==> config.mk <==
export PLATFORM = sky130hd
export DESIGN_NAME = reg8file_ctrl
export DESIGN_NICKNAME = d
export VERILOG_FILES = /design/src/rtl/reg8_pkg.sv /design/src/rtl/reg8file_ctrl_btn_edge_sync.sv /design/src/rtl/reg8file_ctrl.sv
export SDC_FILE = /design/constraint.sdc
export NUM_CORES = 1
export LEC_CHECK = 0
export ABC_AREA = 1
export CORE_ASPECT_RATIO = 1.2
export CORE_MARGIN = 1.5
export CORE_UTILIZATION = 40
export DETAILED_ROUTE_END_ITERATION = 16
export PLACE_DENSITY = 0.6
export SYNTH_ARGS = -nofsm -noshare
export SYNTH_HDL_FRONTEND = slang
export SYNTH_SLANG_ARGS = --single-unit
==> constraint.sdc <==
create_clock -name clk -period 2.8 [get_ports clk]
set_input_delay 0.56 -clock clk [delete_from_list [all_inputs] [get_ports clk]]
set_output_delay 0.56 -clock clk [all_outputs]
set_load 0.005 [all_outputs]
==> src/rtl/reg8_pkg.sv <==
// Shared definitions for the 8x8 register-file controller: default widths,
// register count and write-FSM state encoding.
package reg8_pkg;

    localparam int DW_DEF = 8;
    localparam int AW_DEF = 3;
    localparam int NREG   = 8;

    typedef enum logic [1:0] {
        IDLE  = 2'd0,
        WRITE = 2'd1,
        FILL  = 2'd2
    } state_t;

endpackage

==> src/rtl/reg8file_ctrl_btn_edge_sync.sv <==
// Button front end: two-flop synchronizer for an asynchronous level plus a
// previous-value flop, giving a one-cycle pulse on each rising edge.
module btn_edge_sync (
    input  logic clk,
    input  logic clr,
    input  logic btn,
    output logic pulse
);

    logic s1;
    logic s2;
    logic s3;

    always_ff @(posedge clk or posedge clr) begin
        if (clr) begin
            s1 <= 1'b0;
            s2 <= 1'b0;
            s3 <= 1'b0;
        end else begin
            s1 <= btn;
            s2 <= s1;
            s3 <= s2;
        end
    end

    assign pulse = s2 & ~s3;

endmodule

==> src/rtl/reg8file_ctrl.sv <==
// Upstream controller for the 8x8 register file: button-driven single writes
// and 8-cycle fill bursts, manual or timed auto-scan read select, display latch.
module reg8file_ctrl
    import reg8_pkg::*;
#(
    parameter int TICK_DIV = 100_000,
    parameter int DW       = DW_DEF,
    parameter int AW       = AW_DEF
) (
    input  logic          clk,
    input  logic          clr,
    input  logic          btn_wr,
    input  logic          btn_fill,
    input  logic [DW-1:0] sw_data,
    input  logic [AW-1:0] sw_addr,
    input  logic          scan_en,
    input  logic [DW-1:0] q_in,
    output logic          en,
    output logic [AW-1:0] wsel,
    output logic [DW-1:0] d,
    output logic [AW-1:0] rsel,
    output logic [DW-1:0] disp_data,
    output logic [AW-1:0] disp_idx,
    output logic          busy
);

    // state | meaning
    // IDLE  | waiting for a button pulse, en=0
    // WRITE | single write cycle presented on en/wsel/d
    // FILL  | burst: wsel=cnt, d=base+cnt for cnt 0..NREG-1

    localparam int TW = (TICK_DIV > 2) ? $clog2(TICK_DIV) : 1;
    localparam logic [TW-1:0] TICK_LAST = TW'(TICK_DIV - 1);
    localparam logic [AW-1:0] CNT_LAST  = AW'(NREG - 1);

    logic          wr_pulse;
    logic          fill_pulse;
    state_t        state;
    logic [AW-1:0] cnt;
    logic [AW-1:0] cnt_nxt;
    logic [DW-1:0] base;
    logic [TW-1:0] tick;

    btn_edge_sync u_sync_wr (
        .clk   (clk),
        .clr   (clr),
        .btn   (btn_wr),
        .pulse (wr_pulse)
    );

    btn_edge_sync u_sync_fill (
        .clk   (clk),
        .clr   (clr),
        .btn   (btn_fill),
        .pulse (fill_pulse)
    );

    assign cnt_nxt = cnt + 1'b1;

    // Pulses are only consumed in IDLE, so anything arriving while busy is dropped.
    always_ff @(posedge clk or posedge clr) begin
        if (clr) begin
            state <= IDLE;
            en    <= 1'b0;
            wsel  <= '0;
            d     <= '0;
            busy  <= 1'b0;
            cnt   <= '0;
            base  <= '0;
        end else begin
            case (state)
                IDLE: begin
                    if (fill_pulse) begin
                        state <= FILL;
                        base  <= sw_data;
                        cnt   <= '0;
                        en    <= 1'b1;
                        wsel  <= '0;
                        d     <= sw_data;
                        busy  <= 1'b1;
                    end else if (wr_pulse) begin
                        state <= WRITE;
                        en    <= 1'b1;
                        wsel  <= sw_addr;
                        d     <= sw_data;
                        busy  <= 1'b1;
                    end
                end
                WRITE: begin
                    state <= IDLE;
                    en    <= 1'b0;
                    busy  <= 1'b0;
                end
                FILL: begin
                    if (cnt == CNT_LAST) begin
                        state <= IDLE;
                        en    <= 1'b0;
                        busy  <= 1'b0;
                    end else begin
                        cnt  <= cnt_nxt;
                        wsel <= cnt_nxt;
                        d    <= base + DW'(cnt_nxt);
                    end
                end
                default: begin
                    state <= IDLE;
                    en    <= 1'b0;
                    busy  <= 1'b0;
                end
            endcase
        end
    end

    // Scan keeps rsel when enabled, so resuming continues from the manual address.
    always_ff @(posedge clk or posedge clr) begin
        if (clr) begin
            tick <= '0;
            rsel <= '0;
        end else if (scan_en) begin
            if (tick == TICK_LAST) begin
                tick <= '0;
                rsel <= rsel + 1'b1;
            end else begin
                tick <= tick + 1'b1;
            end
        end else begin
            tick <= '0;
            rsel <= sw_addr;
        end
    end

    always_ff @(posedge clk or posedge clr) begin
        if (clr) begin
            disp_data <= '0;
            disp_idx  <= '0;
        end else begin
            disp_data <= q_in;
            disp_idx  <= rsel;
        end
    end

endmodule

# Word level (Yosys, flattened, before mapping)
# Cells that the tools add are included.
# word_totals
ff_bits	62
inputBits	24
output_inout_bits	27
wordCells	60
# classes
add_sub_neg	4
eq_ne	8
muxes	22
n_bitwise	4
reduce_logical	6
# ops
op	count
two-way mux 17 bit	2
two-way mux 8 bit	3
two-way mux 3 bit	6
adder 17 x 1 -> 17 bit, second input constant	1
equality test 17 bit, second input constant	1
one-hot mux 8 bit (2 select lines)	1
one-hot mux 3 bit (2 select lines)	2
adder 8 x 3 -> 8 bit	1
adder 3 x 1 -> 3 bit, second input constant	2
two-way mux 2 bit	3
!= test 2 bit, second input constant	3
AND reduction 3 bit	2
one-hot mux 2 bit (2 select lines)	1
AND reduction 2 bit	2
equality test 3 bit, second input constant	1
two-way mux 1 bit	3
!= test 3 x 2 -> 1 bit, second input constant	1
AND 1 bit	2
equality test 2 bit, second input constant	1
zero test 2 bit	1
!= test 2 x 1 -> 1 bit, second input constant	1
inverter 1 bit	2
one-hot mux 1 bit (2 select lines)	1
nonzero test 2 bit	1

# Longest topological paths before layout
# Gate-level depths: netlist of the first run.
# depth
word_depth	5
depth_mapped	10
mapped_depth_nobuf	10

# Modules after synthesis
# A second synthesis of the first run with hierarchy kept.
# hier_totals
hier_cells	335
area_unflattened_um2	2925.3
# by_module_without_submodules
module	n_inst	cells_each	area_per_inst_um2	seq_area_each_um2
reg8file_ctrl	1	323	2747.6	1401.3
btn_edge_sync	2	6	88.8	75.1

# Worst setup path after synthesis of the first run
# OpenSTA, ideal clock, no wires.
# synth_path
path_type	reg2reg
start	reg cnt[0]
end	reg d[5]
setup_ns	0.116
t_arrival_ns	1.661
required_time_ns	2.684
slack_ns	1.022
path_stages_with_launch	11
n_path_buf	0
period_less_slack_ns	1.778
path_cell_list	dfrtp_1 ha_1 ha_1 ha_1 nand3_1 nand3_1 nand2_1 nand2_1 nand3_1 nand2_1 nand2_1
# synth_between
elab_chain_cells	4
elab_cells_between_ends	7
cone_classes	2 x add/sub; 2 x eq/ne; 2 x mux; 1 x reduce/logical
# synth_lines
element	line	source
start: declaration	reg8file_ctrl.sv:39	logic [AW-1:0] cnt;
start signal: assignment	reg8file_ctrl.sv:100	cnt <= cnt_nxt;
adder 3 x 1 -> 3 bit	reg8file_ctrl.sv:58	assign cnt_nxt = cnt + 1'b1;
adder 8 x 3 -> 8 bit	reg8file_ctrl.sv:102	d <= base + DW'(cnt_nxt);
two-way mux 8 bit	reg8file_ctrl.sv:95	if (cnt == CNT_LAST) begin
one-hot mux 8 bit (2 select lines)	reg8file_ctrl.sv:71	case (state)
end signal: assignment	reg8file_ctrl.sv:79	d <= sw_data;
end signal: assignment	reg8file_ctrl.sv:85	d <= sw_data;
end signal: assignment	reg8file_ctrl.sv:102	
end: declaration	reg8file_ctrl.sv:20	output logic [DW-1:0] d,
# Several ways; a longest one is shown, not always the timed one. The select of a mux whose other input is x is not followed.
# A chain may end at the register's enable or synchronous reset.

# Worst setup path after layout of the first run
# layout_path
start	reg cnt[0]
end	reg d[7]
# The elaborated chain is that of the path after synthesis.

==> results of run 1 <==
## flip-flops by register name, summed over array words and instances, names as in the netlist, 2 cells and up
register and count:
d 8, wsel 3, rsel 3, tick 17
cnt 3, base 8, disp_idx 3, state 2
disp_data 8
## per-layer routing
layer	wire length [µm]	vias to the layer above
met5	0	-
met4	137	0
met3	371	10
met2	2840	60
met1	2670	1056
li1	-	1167
## final cells by class
class	instances	area, µm²
Sequential cell	62	1550
Fill cell	669	3210
Inverter	32	120
Tap cell	87	109
Timing Repair Buffer	51	520
Multi-Input combinational cell	234	1200
Clock buffer	11	141
Clock inverter	5	82.6
## logic make-up (layout without fill, tap and decap cells)
group | after synthesis | in the layout | share of synthesized area
adders and majority gates | 8 | 8 | 0.0369
xor gates and xnor gates | 8 | 8 | 0.0240
AOI/OAI and AO/OA | 26 | 26 | 0.0537
muxes | 2 | 2 | 0.00773
buffers and inverters | 37 | 99 | 0.0545
and+or+nand+nor | 190 | 190 | 0.291
DFF | 62 | 62 | 0.532
## report_power, final
part | switching, mW | total, mW | leakage, nW | internal (mW)
clock network | 0.355 | 0.880 | 0.102 | 0.525
logic | 0.726 | 1.31 | 0.810 | 0.588
registers | 0.140 | 1.25 | 0.774 | 1.11
total | 1.22 | 3.44 | 1.69 | 2.22
## cells in the final DEF (no fill, tap or decap)
| master | n |
|---|---|
| clkdlybuf4s50_1 | 50 |
| clkinv_1 | 1 |
| a21oi_1 | 5 |
| nor2_1 | 48 |
| nand2_8 | 1 |
| xor2_1 | 7 |
| o21ai_1 | 5 |
| inv_2 | 4 |
| o211ai_2 | 1 |
| fa_1 | 1 |
| o21a_1 | 1 |
| nand3_2 | 2 |
| a31o_2 | 1 |
| clkinvlp_4 | 3 |
| nor2_4 | 2 |
| and2_1 | 1 |
| clkbuf_1 | 1 |
| or2_2 | 1 |
| or2_4 | 1 |
| inv_1 | 27 |
| nand3b_1 | 2 |
| buf_12 | 1 |
| clkbuf_8 | 10 |
| ha_1 | 7 |
| a21oi_2 | 2 |
| o31ai_1 | 2 |
| nor2_2 | 4 |
| o21ai_0 | 9 |
| dfrtp_1 | 62 |
| nor3_1 | 2 |
| nand2_1 | 94 |
| xnor2_1 | 1 |
| nand3_1 | 22 |
| nand2_2 | 4 |
| nand4_1 | 3 |
| nor3b_1 | 2 |
| bufinv_16 | 2 |
| mux2_2 | 2 |
| nand2_4 | 1 |
## how the worst max path moves through the flow
stage	from	end	slack, ns	depth (start not counted)
CTS	cnt[0]	d[7]	0.80	10
global route	cnt[0]	d[7]	0.61	10
global placement	scan_en	rsel[0]	0.72	5
floorplan	clr	base[0]	0.70	1
finish	cnt[0]	d[7]	0.79	10
detailed placement	scan_en	rsel[0]	0.69	5
## through the flow
stage,worst slack (ns),cell area [µm²]
6_report,0.792,3730
5_1_grt,0.614,3730
4_1_cts,0.801,3730
3_5_place_dp,0.687,3500
3_3_place_gp,0.716,3500
2_1_floorplan,0.699,2910
==> impl_metrics.tcl, run 1 <==
set metrics [dict create \
    grt_max_degree 45 \
    max_freq_ghz 0.498 \
    grt_usage 0.176 \
    rr_startpoint "cnt[0]" \
    cp_max_fo 5 \
    r2r_end "d[7]" \
    crit_required_ns 3.03 \
    synth.top_cell.area_share 0.532 \
    synthTopCellsByCount "nand2_1, dfrtp_1, nor2_1" \
    hold_depth 0 \
    critPathSlowestCell "dfrtp_1" \
    cap_violations 0 \
    wl_um 6020 \
    clock-sinks 62 \
    startpoint_type "flip-flop" \
    holdBufCountCts 0 \
    clock_skew_ns 0.0120 \
    h-tree-depth 3 \
    grt_pass1_vias 2310 \
    leakagePower_nw 1.69 \
    via_per_inst 4.76 \
    cp_top_family "adder cells" \
    stdcell_count 482 \
    grt_pass1_wl_um 10300 \
    power_density_nw_per_um2 923 \
    setup_tns_ns 0 \
    reg2reg_slack_ns 0.79 \
    synth_area_um2 2910 \
    vias 2293 \
    gr-total-overflow 0 \
    post_cts_resized 0 \
    grt.met2_usage 0.288 \
    synth.distinct_cells 37 \
    layout-drive-gt1-share 0.106 \
    worstHoldStart "u_sync_fill.s1" \
    synth.avg_cell_area_um2 8.75 \
    critical_path_class "reg2reg" \
    maxSlewViolCount 0 \
    synth-seq-cells 62 \
    root_buffer "clkbuf_8" \
    ys_warn_count 0 \
    io_buffers 50 \
    async_flop_share 1.00 \
    use_met1 0.210 \
    cp_data_arrival_time_ns 2.24 \
    wire_per_inst_um 12.5 \
    path_common_cell "nand2_1" \
    r2r_cells 10 \
    tritoncts "yes" \
    holdWs_ns 0.350 \
    initial_utilization 0.420 \
    utilization 0.538 \
    hp-class "reg2reg" \
    synthesis.nets 365 \
    synthFlopType "dfrtp_1" \
    path_clk_slew_ns 0.07 \
    synth_top_area_cell "dfrtp_1" \
    io_pins 51 \
    ys_seq_area_frac 0.532 \
    synth.most_common_cell "nand2_1" \
    total_power_mw 3.44 \
    fp-row-count 33 \
    hold_path_end "u_sync_fill.s2" \
    dp_hpwl_um 4300 \
    rsz0062_at_grt "no" \
    nets 422 \
    synthCells 333 \
    fin_crit_sh 0.717 \
    crit_buf_inv 0 \
    worstMarginPinSlew_ns 0.440 \
    finalCriticalPeriod_ns 2.01 \
    finalWeightedCongestion 0.846 \
    ant_nets 0 \
    die_h_um 96.5 \
    worst_skew_pair.late_latency_ns 0.34 \
    post_cts_buffers 0 \
    status "finished clean" \
    setup_viol 0 \
    drc 0 \
    slew_headroom 0.707 \
    grt_most_used_layer "met2" \
    synth_area_leaders "dfrtp_1, nand2_1, nor2_1" \
    antenna_found_initial 0 \
    fp.dieW_um 80.9 \
    crit_chain "ha_1 -> ha_1 -> ha_1 -> nand3_1 -> nand3_1 -> nand2_1 -> nand2_1 -> nand3_1 -> nand2_1 -> nand2_1" \
    core-area_um2 6940 \
    first_iter_violations 110 \
    synth_edf_count 0 \
    place_inst 466 \
    timing_hold_violations_final 0 \
    syn_to_final_growth_pct 28.0 \
    globalRouteMet3Util 0.0507 \
    diodes 0 \
    max_stage_delay_ns 0.39 \
    die-area_um2 7810 \
    drtPass1Iterations 4 \
    cts_made_buffers 9 \
    clock_path_buffers 2 \
    peakVddDrop_uv 525 \
    endpoint_kind "flip-flop" \
]
(Power assumes the default switching activity.)
==> run 2: changes to the inputs <==
- PLACE_DENSITY: 0.6 -> 0.63
- clock period: 2.8 -> 1.8 ns (I/O delays scaled with it)
==> run 2 against run 1 <==
  * Utilization up 1.9 points
  * Worst hold slack better by 0.010 ns
  * Register-to-register slack worse by 0.72 ns
  * Design area up 3.5%
  * Highest routed layer unchanged
==> impl_metrics.tcl, run 2 (synthesis gave the netlist of run 1 again) <==
set metrics [dict create \
    status "finished clean" \
    holdBufCountCts 0 \
    drc 0 \
    grt_max_degree 63 \
    r2r_end "d[7]" \
    startpoint_type "flip-flop" \
    mostFrequentLayoutCells "nand2_1, dfrtp_1, clkdlybuf4s50_1" \
    root_buffer "clkbuf_8" \
    fp-row-count 33 \
    die_h_um 96.5 \
    crit_end "d[7]" \
    leakagePower_nw 1.73 \
    slew_headroom 0.738 \
    rsz0062_at_grt "yes" \
    diodes 0 \
    max_freq_ghz 0.577 \
    io_pins 51 \
    worstMarginPinSlew_ns 0.392 \
    drtPass1Iterations 4 \
    finalWeightedCongestion 0.917 \
    finalCriticalPeriod_ns 1.73 \
    multi_input_area_um2 1290 \
    clock-sinks 62 \
    seq_area_um2 1550 \
    dp_hpwl_um 4260 \
    ant_nets 0 \
    grt_pass1_vias 2287 \
    setup_viol 0 \
    nets 429 \
    endpoint_kind "flip-flop" \
    fp.dieW_um 80.9 \
    regMostFlops "tick" \
    core-area_um2 6940 \
    power_density_nw_per_um2 1480 \
    clock_path_buffers 2 \
    grt_usage 0.175 \
    tritoncts "yes" \
    fin_crit_sh 0.962 \
    total_power_mw 5.71 \
    maxSlewViolCount 0 \
    cp_max_fo 5 \
    r2r_cells 10 \
    path_clk_slew_ns 0.07 \
    die-area_um2 7810 \
    layout-drive-gt1-share 0.155 \
    first_iter_violations 116 \
    worst_skew_pair.late_latency_ns 0.34 \
    startpoint "cnt[0]" \
    cp_data_arrival_time_ns 1.96 \
    vias 2348 \
    cap_violations 0 \
    post_dp_cell_area_um2 3560 \
    gr-total-overflow 0 \
    nFillCells 620 \
    wl_um 6190 \
    layout_commonest_cell "nand2_1" \
    design_area_um2 3860 \
    clock_skew_ns 0.0107 \
    initial_utilization 0.420 \
    hp-class "reg2reg" \
    h-tree-depth 3 \
    critical_path_class "reg2reg" \
    setup_tns_ns 0 \
    timing_hold_violations_final 0 \
    largest_register_ffs 17 \
    io_buffers 50 \
    peakVddDrop_uv 764 \
    rr_startpoint "cnt[0]" \
    cts_made_buffers 9 \
    grt_pass1_wl_um 10300 \
    reg2reg_slack_ns 0.07 \
    wire_per_inst_um 12.7 \
    crit_required_ns 2.03 \
    via_per_inst 4.81 \
    syn_to_final_growth_pct 32.4 \
    antenna_found_initial 0 \
]
[run 2: cell count changes in the layout (fill, tap and decap cells not counted), moves of 2 or more]
cell / before / now
nand3_1: 22 / 20
clkbuf_8: 10 / 12
ha_4: 0 / 4
buf_4: 0 / 7
nand2_1: 94 / 91
nand2_2: 4 / 7
ha_1: 7 / 3
[run 2: area by class of cell]
| type | instances | area share |
|---|---|---|
| well taps | 87 | 0.0282 |
| multi-input cells | 234 | 0.335 |
| clock inverters | 3 | 0.0110 |
| inverters | 32 | 0.0321 |
| flip-flops and latches | 62 | 0.402 |
| clock buffers | 12 | 0.0428 |
| repair buffers | 58 | 0.149 |
[run 2: critical path, stage by stage (launching register included)]
cell and delay [ns]:
dfrtp_1 0.41, ha_4 0.18, ha_4 0.22, ha_4 0.29, nand3_2 0.12, nand3_4 0.10
nand2_1 0.06, nand2_1 0.06, nand3_1 0.07, nand2_1 0.06, nand2_1 0.04
[run 2: worst min-delay path by stage]
| stage | end | from | depth (start not counted) |
|---|---|---|---|
| 4_1_cts | u_sync_fill.s2 | u_sync_fill.s1 | 0 |
| 5_1_grt | u_sync_wr.s2 | u_sync_wr.s1 | 0 |
| 3_5_place_dp | u_sync_wr.s2 | u_sync_wr.s1 | 0 |
| 3_3_place_gp | u_sync_fill.s2 | u_sync_fill.s1 | 0 |
| 2_1_floorplan | u_sync_fill.s2 | u_sync_fill.s1 | 0 |
| 6_report | u_sync_fill.s2 | u_sync_fill.s1 | 0 |
[run 2: stage by stage]
| stage | std cells | hold slack, ns | setup WS (ns) | util |
|---|---|---|---|---|
| 6_report | 488 | 0.360 | 0.0677 | 0.556 |
| 5_1_grt | 488 | 0.379 | -0.0279 | 0.556 |
| 4_1_cts | 488 | 0.374 | 0.00291 | 0.550 |
| 3_5_place_dp | 473 | 0.343 | -0.0733 | 0.513 |
| 3_3_place_gp | 473 | 0.334 | -0.0253 | 0.513 |
| 2_1_floorplan | 333 | 0.331 | 0.0224 | - |
[run 2: what timing repair did]
action	in CTS	in global routing
resized for setup	6	9
pin swaps	0	4
setup endpoints to repair	6	5
buffers inserted	0	0
[run 2: power breakdown]
group,internal (mW),switching [mW],leakage (nW)
logic,1.20,1.25,0.850
registers,1.73,0.257,0.774
clock network,0.743,0.534,0.104
[run 2: metal layers]
metal,routed length [µm],part of all wire,global-route usage
met1,2690,0.43,0.216
met2,3130,0.51,0.280
met3,270,0.044,0.0451
met4,102,0.016,0.0905
met5,0,0,0
